$ cat src/rtl/bicubic_pkg.sv
// bicubic_pkg: shared widths and constants for the bicubic row accumulator
package bicubic_pkg;
    localparam int MAG_W_DEF = 8;
    localparam int TAPS_DEF  = 4;
    localparam int ROWS_DEF  = 4;
    localparam int SUM_W     = MAG_W_DEF + 4;
    localparam int ACC_W     = MAG_W_DEF + 6;
    localparam int PIX_MAX   = (1 << MAG_W_DEF) - 1;
endpackage

$ cat src/rtl/bicubic_beat_sum.sv
// bicubic_beat_sum: sign-magnitude taps to two's complement, summed per beat
module bicubic_beat_sum
    import bicubic_pkg::*;
#(
    parameter int TAPS  = TAPS_DEF,
    parameter int MAG_W = MAG_W_DEF
) (
    input  logic [TAPS*MAG_W-1:0]  mag,
    input  logic [TAPS-1:0]        sign,
    output logic signed [MAG_W+3:0] sum
);
    localparam int SW = MAG_W + 4;
    // negate only non-zero magnitudes so a -0 tap contributes nothing
    always_comb begin
        sum = '0;
        for (int i = 0; i < TAPS; i++)
            sum = sum + ((sign[i] && |mag[i*MAG_W +: MAG_W]) ? -SW'(mag[i*MAG_W +: MAG_W]) : SW'(mag[i*MAG_W +: MAG_W]));
    end
endmodule

$ cat src/rtl/bicubic_row_accum.sv
// bicubic_row_accum: sums ROWS beats of signed taps and emits a clamped pixel
module bicubic_row_accum
    import bicubic_pkg::*;
#(
    parameter int ROWS  = ROWS_DEF,
    parameter int TAPS  = TAPS_DEF,
    parameter int MAG_W = MAG_W_DEF
) (
    input  logic                  clk,
    input  logic                  rst,
    input  logic                  acc_clr,
    input  logic                  in_valid,
    output logic                  in_ready,
    input  logic [TAPS*MAG_W-1:0] in_mag,
    input  logic [TAPS-1:0]       in_sign,
    output logic                  out_valid,
    input  logic                  out_ready,
    output logic [MAG_W-1:0]      out_pixel,
    output logic                  out_clip
);
    localparam int SW = MAG_W + 4;
    localparam int AW = MAG_W + 6;
    localparam int CW = ROWS > 1 ? $clog2(ROWS) : 1;
    localparam logic signed [AW-1:0] MAX_V = AW'((1 << MAG_W) - 1);

    logic [CW-1:0]          beat_cnt, cnt_eff;
    logic signed [AW-1:0]   acc, acc_eff, total;
    logic signed [SW-1:0]   beat_sum;
    logic                   accept, fire_last;

    bicubic_beat_sum #(.TAPS(TAPS), .MAG_W(MAG_W)) u_sum (
        .mag  (in_mag),
        .sign (in_sign),
        .sum  (beat_sum)
    );

    // a beat arriving with acc_clr starts a fresh pixel as beat 0
    always_comb begin
        in_ready  = (beat_cnt != CW'(ROWS-1)) || !out_valid || out_ready;
        accept    = in_valid && in_ready;
        cnt_eff   = acc_clr ? '0 : beat_cnt;
        acc_eff   = acc_clr ? '0 : acc;
        fire_last = accept && (cnt_eff == CW'(ROWS-1));
        total     = acc_eff + AW'(beat_sum);
    end

    // beat counter and partial-sum accumulator
    always_ff @(posedge clk or posedge rst) begin
        if (rst) begin
            beat_cnt <= '0;
            acc      <= '0;
        end else if (accept) begin
            beat_cnt <= fire_last ? '0 : cnt_eff + CW'(1);
            acc      <= fire_last ? '0 : total;
        end else if (acc_clr) begin
            beat_cnt <= '0;
            acc      <= '0;
        end
    end

    // output register: load clamped pixel on last beat, drop valid on handshake
    always_ff @(posedge clk or posedge rst) begin
        if (rst) begin
            out_valid <= 1'b0;
            out_pixel <= '0;
            out_clip  <= 1'b0;
        end else if (fire_last) begin
            out_valid <= 1'b1;
            out_pixel <= total < 0 ? '0 : total > MAX_V ? '1 : total[MAG_W-1:0];
            out_clip  <= total < 0 || total > MAX_V;
        end else if (out_ready) begin
            out_valid <= 1'b0;
        end
    end
endmodule

$ cat config.mk
export PLATFORM = sky130hd
export DESIGN_NAME = bicubic_row_accum
export DESIGN_NICKNAME = d
export VERILOG_FILES = /design/src/rtl/bicubic_pkg.sv /design/src/rtl/bicubic_beat_sum.sv /design/src/rtl/bicubic_row_accum.sv
export SDC_FILE = /design/constraint.sdc
export NUM_CORES = 1
export LEC_CHECK = 0
export CAP_MARGIN = 0
export CORE_MARGIN = 2
export CORE_UTILIZATION = 55
export CTS_CLUSTER_DIAMETER = 200
export DETAILED_ROUTE_END_ITERATION = 8
export PLACE_DENSITY = 0.81
export SYNTH_ARGS = -nofsm -noshare
export SYNTH_HDL_FRONTEND = slang
export SYNTH_SLANG_ARGS = --single-unit
export TNS_END_PERCENT = 20
$ cat constraint.sdc
create_clock -name clk -period 5.3 [get_ports clk]
set_clock_uncertainty 0.05 [all_clocks]
set_input_delay 1.06 -clock clk [delete_from_list [all_inputs] [get_ports clk]]
set_output_delay 1.06 -clock clk [all_outputs]
set_load 0.005 [all_outputs]
# Word level (Yosys, flattened, before mapping)
# Cells that the tools add are included.
# totals
in_bits	41
register_bits	26
# classes
addsub	9
reduce_logical	15
n_mux	14
magnitude_cmp	2
eq_ne	2
# ops
operator	n
two-way mux 12 bit	4
negation 8 -> 12 bit	4
two-way mux 14 bit	3
adder 12 bit	3
OR reduction 8 bit	4
two-way mux 8 bit	2
adder 14 x 12 -> 14 bit	1
> comparator 14 x 9 -> 1 bit (second input constant)	1
< comparator 14 x 1 -> 1 bit (second input constant)	1
logical AND 1 bit	6
two-way mux 2 bit	3
logical OR 1 bit	3
adder 2 x 1 -> 2 bit (second input constant)	1
equality test 2 bit (second input constant)	1
two-way mux 1 bit	2
!= test 2 bit (second input constant)	1
nonzero test 2 bit	1
zero test 1 bit	1

# Logic depth before layout (Yosys ltp)
# Gate-level depths: netlist of the first run.
# depth
ltp_word	10
depth_mapped	29
mapped_depth_nobuf	28

# By module
# From an unflattened synthesis of the first run, not the netlist that was laid out.
# hier_totals
hier_cells	424
area_unflattened_um2	3593.4
# by_module_without_submodules
mod	n_inst	cells_each	seq_area_each_um2	area_each_um2
bicubic_row_accum	1	207	650.6	1871.8
bicubic_beat_sum	1	217	0.0	1721.7

# Worst setup path before layout of the first run
# Ideal clock, no wire load.
# synth_timing
path_kind	in2reg
from	in in_mag[30]
to	reg out_pixel[5]
stages	25
arrival_ns	6.931
setup_slack_ns	-1.802
n_path_buf	1
path_cell_list	or4_4 -> o31a_1 -> nand2_1 -> xnor2_1 -> fa_1 -> inv_1 -> fa_1 -> inv_1 -> ha_1 -> a21oi_1 -> o21bai_1 -> a21oi_1 -> o21bai_1 -> a21oi_1 -> or4b_2 -> o2111ai_1 -> ha_1 -> clkbuf_1 -> or3_1 -> o21ai_0 -> a31oi_1 -> xor2_1 -> or4_1 -> or3_1 -> o22a_1
# synth_via
elab_chain_cells	8
word_cells_on_any_way	10
classes_between	3 x add/sub; 2 x order compare; 3 x mux; 2 x reduce/logical
# synth_rtl
element	line_no	rtl
start: declaration	bicubic_row_accum.sv:14	input logic [TAPS*MAG_W-1:0] in_mag,
branches (longest 2 deep; another with negation 8 -> 12 bit)	-	
two-way mux 12 bit (*)	bicubic_beat_sum.sv:17	sum = sum + ((sign[i] && |mag[i*MAG_W +: MAG_W]) ? -SW'(mag[i*MAG_W +: MAG_W]) : SW'(mag[i*MAG_W +: MAG_W]));
adder 12 bit (*)	bicubic_beat_sum.sv:17	
adder 14 x 12 -> 14 bit (*)	bicubic_row_accum.sv:44	total = acc_eff + AW'(beat_sum);
> comparator 14 x 9 -> 1 bit	bicubic_row_accum.sv:69	out_pixel <= total < 0 ? '0 : total > MAX_V ? '1 : total[MAG_W-1:0];
two-way mux 8 bit	bicubic_row_accum.sv:69	
two-way mux 8 bit (*)	bicubic_row_accum.sv:69	
end signal: assignment	bicubic_row_accum.sv:69	
end: declaration	bicubic_row_accum.sv:18	output logic [MAG_W-1:0] out_pixel,
# Mark *: on every way between the ends.
# A chain may end at the register's enable or synchronous reset.

# Worst setup path after layout of the first run
# layout_timing
from	in in_mag[10]
to	reg out_pixel[4]
# layout_via
elab_chain_cells	10
word_cells_on_any_way	12
classes_between	5 x add/sub; 2 x order compare; 3 x mux; 2 x reduce/logical
# layout_rtl
element	line_no
branches (longest 2 deep; another with negation 8 -> 12 bit)	-
two-way mux 12 bit (*)	bicubic_beat_sum.sv:17
adder 12 bit (*) (3 in a row)	bicubic_beat_sum.sv:17
adder 14 x 12 -> 14 bit (*)	bicubic_row_accum.sv:44
> comparator 14 x 9 -> 1 bit	bicubic_row_accum.sv:69
two-way mux 8 bit	bicubic_row_accum.sv:69
two-way mux 8 bit (*)	bicubic_row_accum.sv:69
# Marks and branches as above.

==> impl_metrics.csv, run 1 <==
group,metric,value,unit
sta,period_minus_slack,7.00,ns
critical_path,start_kind,"primary input",
logic_synthesis,synth-async-reset-ratio,1.00,
pwr,peakVddDrop,0.569,mV
logic_synthesis,synthTopCellsByArea,"dfrtp_1, fa_1, ha_1",
place,place_congestion,0.976,
flow_run,cap_violations,0,
finish,final_common_cell,"buf_4",
sta,maxSlewViolCount,0,
pwr,power_density,658,nW/um^2
logic_synthesis,synthFlopType,"dfrtp_1",
run_status,violations,"negative setup slack",
route,drt-pass1-iter-count,7,
finish,finalNetCount,678,
logic_synthesis,synth_top_area_frac,0.184,
sta,fin_crit_sh,1.32,
clocking,cts_tree,"yes",
route,wl,12.8,mm
logic_synthesis,synth.distinct_cells,55,
sta,setup_violations,18,
die,design.core.area,6280,um^2
place,portBuffers,51,
finish,mostFrequentLayoutCells,"buf_4, inv_1, clkdlybuf4s50_1",
finish,syn_to_final_growth,56.0,%
place,hpwl,8.64,mm
global_routing,antenna_found_initial,0,
clocking,cts_made_buffers,3,
global_routing,grt_overflow,0,
clocking,clk_pin_slew_worst_paths,0.08,ns
die,dieArea,7090,um^2
critical_path,path_class,"in -> reg",
pwr,leakagePower,2.70,nW
die,initial_utilization,0.563,
clocking,hold_buffers,0,
finish,num_antenna_cells,0,
critical_path,cp_data_required_time,5.41,ns
logic_synthesis,synth_top_area_cell,"dfrtp_1",
clocking,clkSinkCount,26,
logic_synthesis,avgSynthCellArea,8.71,um^2
finish,multi_input_area,3020,um^2
logic_synthesis,synth_edf_count,0,
logic_synthesis,synthesis.area,3540,um^2
sta,setup_slack,-1.70,ns
route,via_count,3910,
die,ios,52,
route,antenna_left,0,
global_routing,grt_pass1_wl,19.5,mm
global_routing,grt_max_degree,27,
die,die_w,84.2,um
global_routing,track_usage,0.342,
route,vias_per_cell,5.92,
route,wl_per_cell,19.4,um
sta,tns,-21.80,ns
clocking,cts_root_buf,"clkbuf_8",
sta,worst_slew_pin_slew,0.983,ns
global_routing,grt_pass1_vias,4181,
critical_path,crit_fanout,5,
critical_path,cp-end-kind,"register",
sta,rsz0062_at_grt,"yes",
worst_hold_path,hold_class,"reg -> reg",
critical_path,arrival,7.11,ns
die,die_h,84.2,um
clocking,cts_buffer_depth,2,
finish,drive_gt1_frac,0.384,
clocking,htree_levels,1,
sta,finalHoldViolations,0,
sta,fmax,0.143,GHz
route,drc,0,
logic_synthesis,yosysWarnings,0,
finish,final_core_util,0.879,
logic_synthesis,synth_cells,406,
logic_synthesis,synth_fp_nets,499,
run_status,outcome,"complete, but fails checks",
sta,slew_headroom,0.344,
finish,fillers,315,
logic_synthesis,ys_ff_latch,26,
logic_synthesis,yosysSeqAreaShare,0.184,
die,num_rows,29,
finish,register_area,651,um^2
route,first_iter_violations,183,
clocking,clk_latency,0.27,ns
synth_stat cells, drive strengths merged, types with 4 or more instances:
cell type / n
o41ai: 4
nand2: 21
o22a: 4
clkbuf: 7
a21o: 7
or3: 7
inv: 65
a2bb2oi: 5
and2: 9
xnor2: 33
nand2b: 6
ha: 29
a21oi: 11
fa: 23
o31ai: 7
or4: 5
nor2: 15
a31oi: 5
xor2: 12
nor2b: 20
dfrtp: 26
o21ai: 24
a22o: 10
nor3: 10
through the flow:
| step | worst slack (ns) | power [mW] | instances | instance area (um^2) | hold slack, ns |
|---|---|---|---|---|---|
| after CTS | -1.52 | 3.21 | 655 | 5340 | 0.466 |
| after detailed placement | -2.27 | 2.81 | 642 | 5030 | 0.432 |
| after global routing | -1.83 | 3.84 | 660 | 5520 | 0.520 |
| after floorplan | -1.50 | 1.77 | 406 | 3600 | 0.423 |
| final | -1.70 | 3.63 | 660 | 5520 | 0.502 |
| after global placement | -2.10 | 2.69 | 642 | 5030 | 0.433 |
cells by family after synthesis:
family	after synthesis	share of synthesized area
mux	2	0.00602
buf+inv	72	0.0764
fa+ha+maj	52	0.233
compound gates	97	0.192
flops	26	0.184
simple gates	109	0.178
xor+xnor	48	0.131
critical path, stage by stage:
cell,delay [ns]
buf_6,0.09
or4_4,0.54
nor3_4,0.22
a21boi_4,0.12
nand2_2,0.09
o21ai_2,0.07
fa_1,0.54
inv_1,0.06
fa_1,0.47
inv_1,0.07
ha_2,0.17
a21o_1,0.20
a21oi_4,0.08
o21bai_1,0.25
a21oi_2,0.10
o21bai_1,0.21
a21oi_2,0.10
or4b_4,0.48
o2111ai_2,0.11
ha_1,0.30
a21o_1,0.22
a31oi_4,0.20
a32oi_2,0.16
or4_4,0.56
or3_4,0.41
o22a_1,0.21
power breakdown:
group | internal [mW] | switching (mW) | leakage [nW]
clock network | 0.0509 | 0.0568 | 0.0216
logic | 1.63 | 1.58 | 2.35
registers | 0.285 | 0.0276 | 0.330
sequential cells by signal (all words and copies together) (netlist names):
signal	count
acc	14
out_pixel	8
beat_cnt	2
out_clip	1
out_valid	1
final timing paths:
kind / startpoint / end / slack (ns) / cells after the start
hold / removal: out_clip / out_clip / 0.50 / 2
setup / recovery: in_mag[10] / out_pixel[4] / -1.70 / 26
hold reg to reg: out_clip / out_clip / 0.50 / 2
max in group asynchronous: rst / out_pixel[3] / 3.33 / 2
min in group asynchronous: rst / beat_cnt[1] / 1.27 / 2
setup reg to reg: acc[0] / out_pixel[4] / 1.98 / 12
timing repair:
item | in CTS | in global routing
setup buffers | 10 | 6
pin swaps | 46 | 41
endpoints found under the setup margin | 20 | 20
gates resized for setup | 107 | 31
cloned | 0 | 0
area by class of cell:
| cell class | instances | share of cell area |
|---|---|---|
| tap | 77 | 0.0175 |
| inverter | 65 | 0.0442 |
| timing repair buffer | 181 | 0.265 |
| clock buffer | 3 | 0.00749 |
| sequential | 26 | 0.118 |
| multi-input combinational | 308 | 0.547 |
per-layer routing:
| layer | vias to the layer above | GRT usage | wire length [um] |
|---|---|---|---|
| li1 | 1759 | - | - |
| met1 | 1890 | 0.368 | 4630 |
| met2 | 185 | 0.654 | 6720 |
| met3 | 76 | 0.0364 | 622 |
| met4 | 0 | 0.176 | 817 |
| met5 | - | 0 | 0 |
Note: power is estimated with default switching activity, not from simulation.
==> run 2, diff against run 1 <==
- CORE_UTILIZATION: 55 -> 51
- PLACE_DENSITY: 0.81 -> 0.79
- clock period: 5.3 -> 6.22 ns (I/O delays scaled with it)
==> run 2 against run 1 <==
Register-to-register slack better by 0.86 ns. Worst setup slack better by 0.85 ns. Largest cell class unchanged. Worst hold slack worse by 0.016 ns. Design area is 1.9% lower. Global-route usage is 5.9 points lower. Largest power group unchanged. Clock power is 31% higher. Highest routed layer unchanged. The run still ends with negative setup slack left. Non-clock buffer count is 7 lower.
==> impl_metrics.csv, run 2 (synthesis results as in run 1) <==
group,metric,value,unit
critical_path,crit_fanout,5,
global_routing,antenna_found_initial,0,
pwr,total_power,2.98,mW
sta,setup_violations,13,
critical_path,reg2reg_depth,12,
place,hpwl,7.93,mm
finish,multi_input_area,2920,um^2
clocking,htree_levels,1,
run_status,violations,"negative setup slack",
sta,slew_headroom,0.332,
finish,finalNetCount,671,
route,drc,0,
place,portBuffers,51,
critical_path,cp-endpoint,"out_pixel[4]",
route,antenna_left,0,
clocking,cts_buffer_depth,2,
finish,fillers,402,
pwr,leakagePower,2.67,nW
worst_hold_path,hold_class,"reg -> reg",
place,pre_cts_slack,-1.45,ns
critical_path,reg2reg_slack,2.84,ns
flow_run,cap_violations,0,
die,ios,52,
pwr,peakVddDrop,0.584,mV
finish,num_antenna_cells,0,
clocking,clkSinkCount,26,
die,design.core.area,6760,um^2
critical_path,startpoint,"in_mag[28]",
pwr,pwr-share-seq,0.090,
global_routing,track_usage,0.283,
global_routing,grt_pass1_vias,3909,
finish,reg_top3,"acc (14), out_pixel (8), beat_cnt (2)",
route,wl,11.3,mm
sta,maxSlewViolCount,0,
sta,finalHoldViolations,0,
critical_path,worst_r2r_startpoint,"acc[0]",
finish,largest_register_ffs,14,
finish,final_common_cell,"buf_4",
die,initial_utilization,0.523,
global_routing,grt_max_degree,27,
route,wl_per_cell,17.1,um
route,drt-pass1-iter-count,5,
finish,final_core_util,0.801,
run_status,outcome,"complete, but fails checks",
die,num_rows,30,
clocking,cts_made_buffers,3,
global_routing,grt_pass1_wl,17.2,mm
sta,worst_slew_pin_slew,1.00,ns
critical_path,cp-end-kind,"register",
route,via_count,3738,
critical_path,rr_endpoint,"out_pixel[4]",
die,die_w,87.3,um
clocking,clk_pin_slew_worst_paths,0.10,ns
sta,fmax,0.142,GHz
critical_path,cp_data_required_time,6.34,ns
clocking,cts_tree,"yes",
place,place_congestion,0.967,
pwr,clkPwrFrac,0.048,
finish,mostFrequentLayoutCells,"buf_4, inv_1, clkdlybuf4s50_1",
critical_path,start_kind,"primary input",
pwr,power_density,551,nW/um^2
die,die_h,87.3,um
finish,syn_to_final_growth,53.1,%
finish,register_area,651,um^2
sta,period_minus_slack,7.07,ns
sta,setup_slack,-0.846,ns
finish,drive_gt1_frac,0.343,
die,dieArea,7620,um^2
route,first_iter_violations,136,
pwr,power_switching,1.30,mW
sta,rsz0062_at_grt,"yes",
clocking,hold_buffers,0,
clocking,clk_latency,0.28,ns
pwr,p_int,1.68,mW
sta,fin_crit_sh,1.14,
pwr,p_comb_frac,0.863,
critical_path,arrival,7.18,ns
route,vias_per_cell,5.69,
critical_path,path_class,"in -> reg",
clocking,cts_root_buf,"clkbuf_8",
finish,regMostFlops,"acc",
pwr,switching_share,0.436,
global_routing,grt_overflow,0,
==> run 2: cell count changes in the layout (fill, tap and decap cells not counted), sizes merged <==
cell | before | now
clkdlybuf4s15 | 1 | 3
bufinv | 0 | 1
dlymetal6s2s | 1 | 0
clkdlybuf4s50 | 32 | 33
buf | 140 | 131
==> run 2: worst min path at each step <==
stage | from | end | slack [ns] | cells past startpoint
global route | out_clip | out_clip | 0.49 | 2
CTS | out_pixel[7] | out_pixel[7] | 0.48 | 2
finish | out_pixel[7] | out_pixel[7] | 0.49 | 2
floorplan | out_pixel[7] | out_pixel[7] | 0.42 | 2
global placement | out_pixel[7] | out_pixel[7] | 0.43 | 2
detailed placement | out_pixel[7] | out_pixel[7] | 0.43 | 2
==> run 2: routing by layer <==
metal  up-vias  GRT usage  part of all wire
met4         0      0.144             0.049
met5         -          0                 0
li1       1735          -                 -
met1      1778      0.326              0.38
met2       182      0.530              0.52
met3        43    0.00948             0.048
==> run 2: cell type report <==
class | count | share of cell area
Multi-Input combinational cell | 308 | 0.540
Timing Repair Buffer | 174 | 0.263
Sequential cell | 26 | 0.120
Inverter | 65 | 0.0451
Tap cell | 80 | 0.0185
Clock buffer | 3 | 0.00763
Clock inverter | 1 | 0.00555
==> run 2: what timing repair did <==
action / in CTS / in global routing
buffers inserted: 12 / 8
resized for setup: 80 / 32
pin swaps: 23 / 27
endpoints found under the setup margin: 16 / 15
==> run 2: critical path: stages <==
cell,delay [ns]
clkdlybuf4s15_1,0.18
or4_4,0.48
o31a_1,0.34
nand2_1,0.14
o21ai_2,0.08
fa_1,0.50
inv_2,0.05
fa_1,0.46
inv_1,0.07
ha_2,0.17
a21o_1,0.16
a21oi_4,0.07
o21bai_1,0.15
a21oi_1,0.10
o21bai_1,0.18
a21oi_2,0.10
or4b_4,0.55
o2111ai_4,0.11
ha_4,0.24
a21o_1,0.18
a31oi_4,0.23
a32oi_2,0.17
or4_4,0.60
or3_4,0.38
o22a_1,0.23
==> run 2: metrics by stage <==
step,setup TNS (ns),cell area (um^2),instances,hold slack (ns)
6_report,-8.07,5410,657,0.486
2_1_floorplan,-6.52,3600,406,0.423
3_3_place_gp,-15.11,4960,635,0.434
4_1_cts,-6.47,5190,650,0.479
3_5_place_dp,-16.78,4960,635,0.432
5_1_grt,-11.03,5410,657,0.494
==> run 2: power by group through the flow <==
stage	Sequential [mW]	Combinational (mW)	Clock, mW
floorplan	0.266	1.24	0
global placement	0.265	2.01	0
detailed placement	0.267	2.07	0
CTS	0.266	2.23	0.141
global route	0.273	2.79	0.149
finish	0.268	2.57	0.142
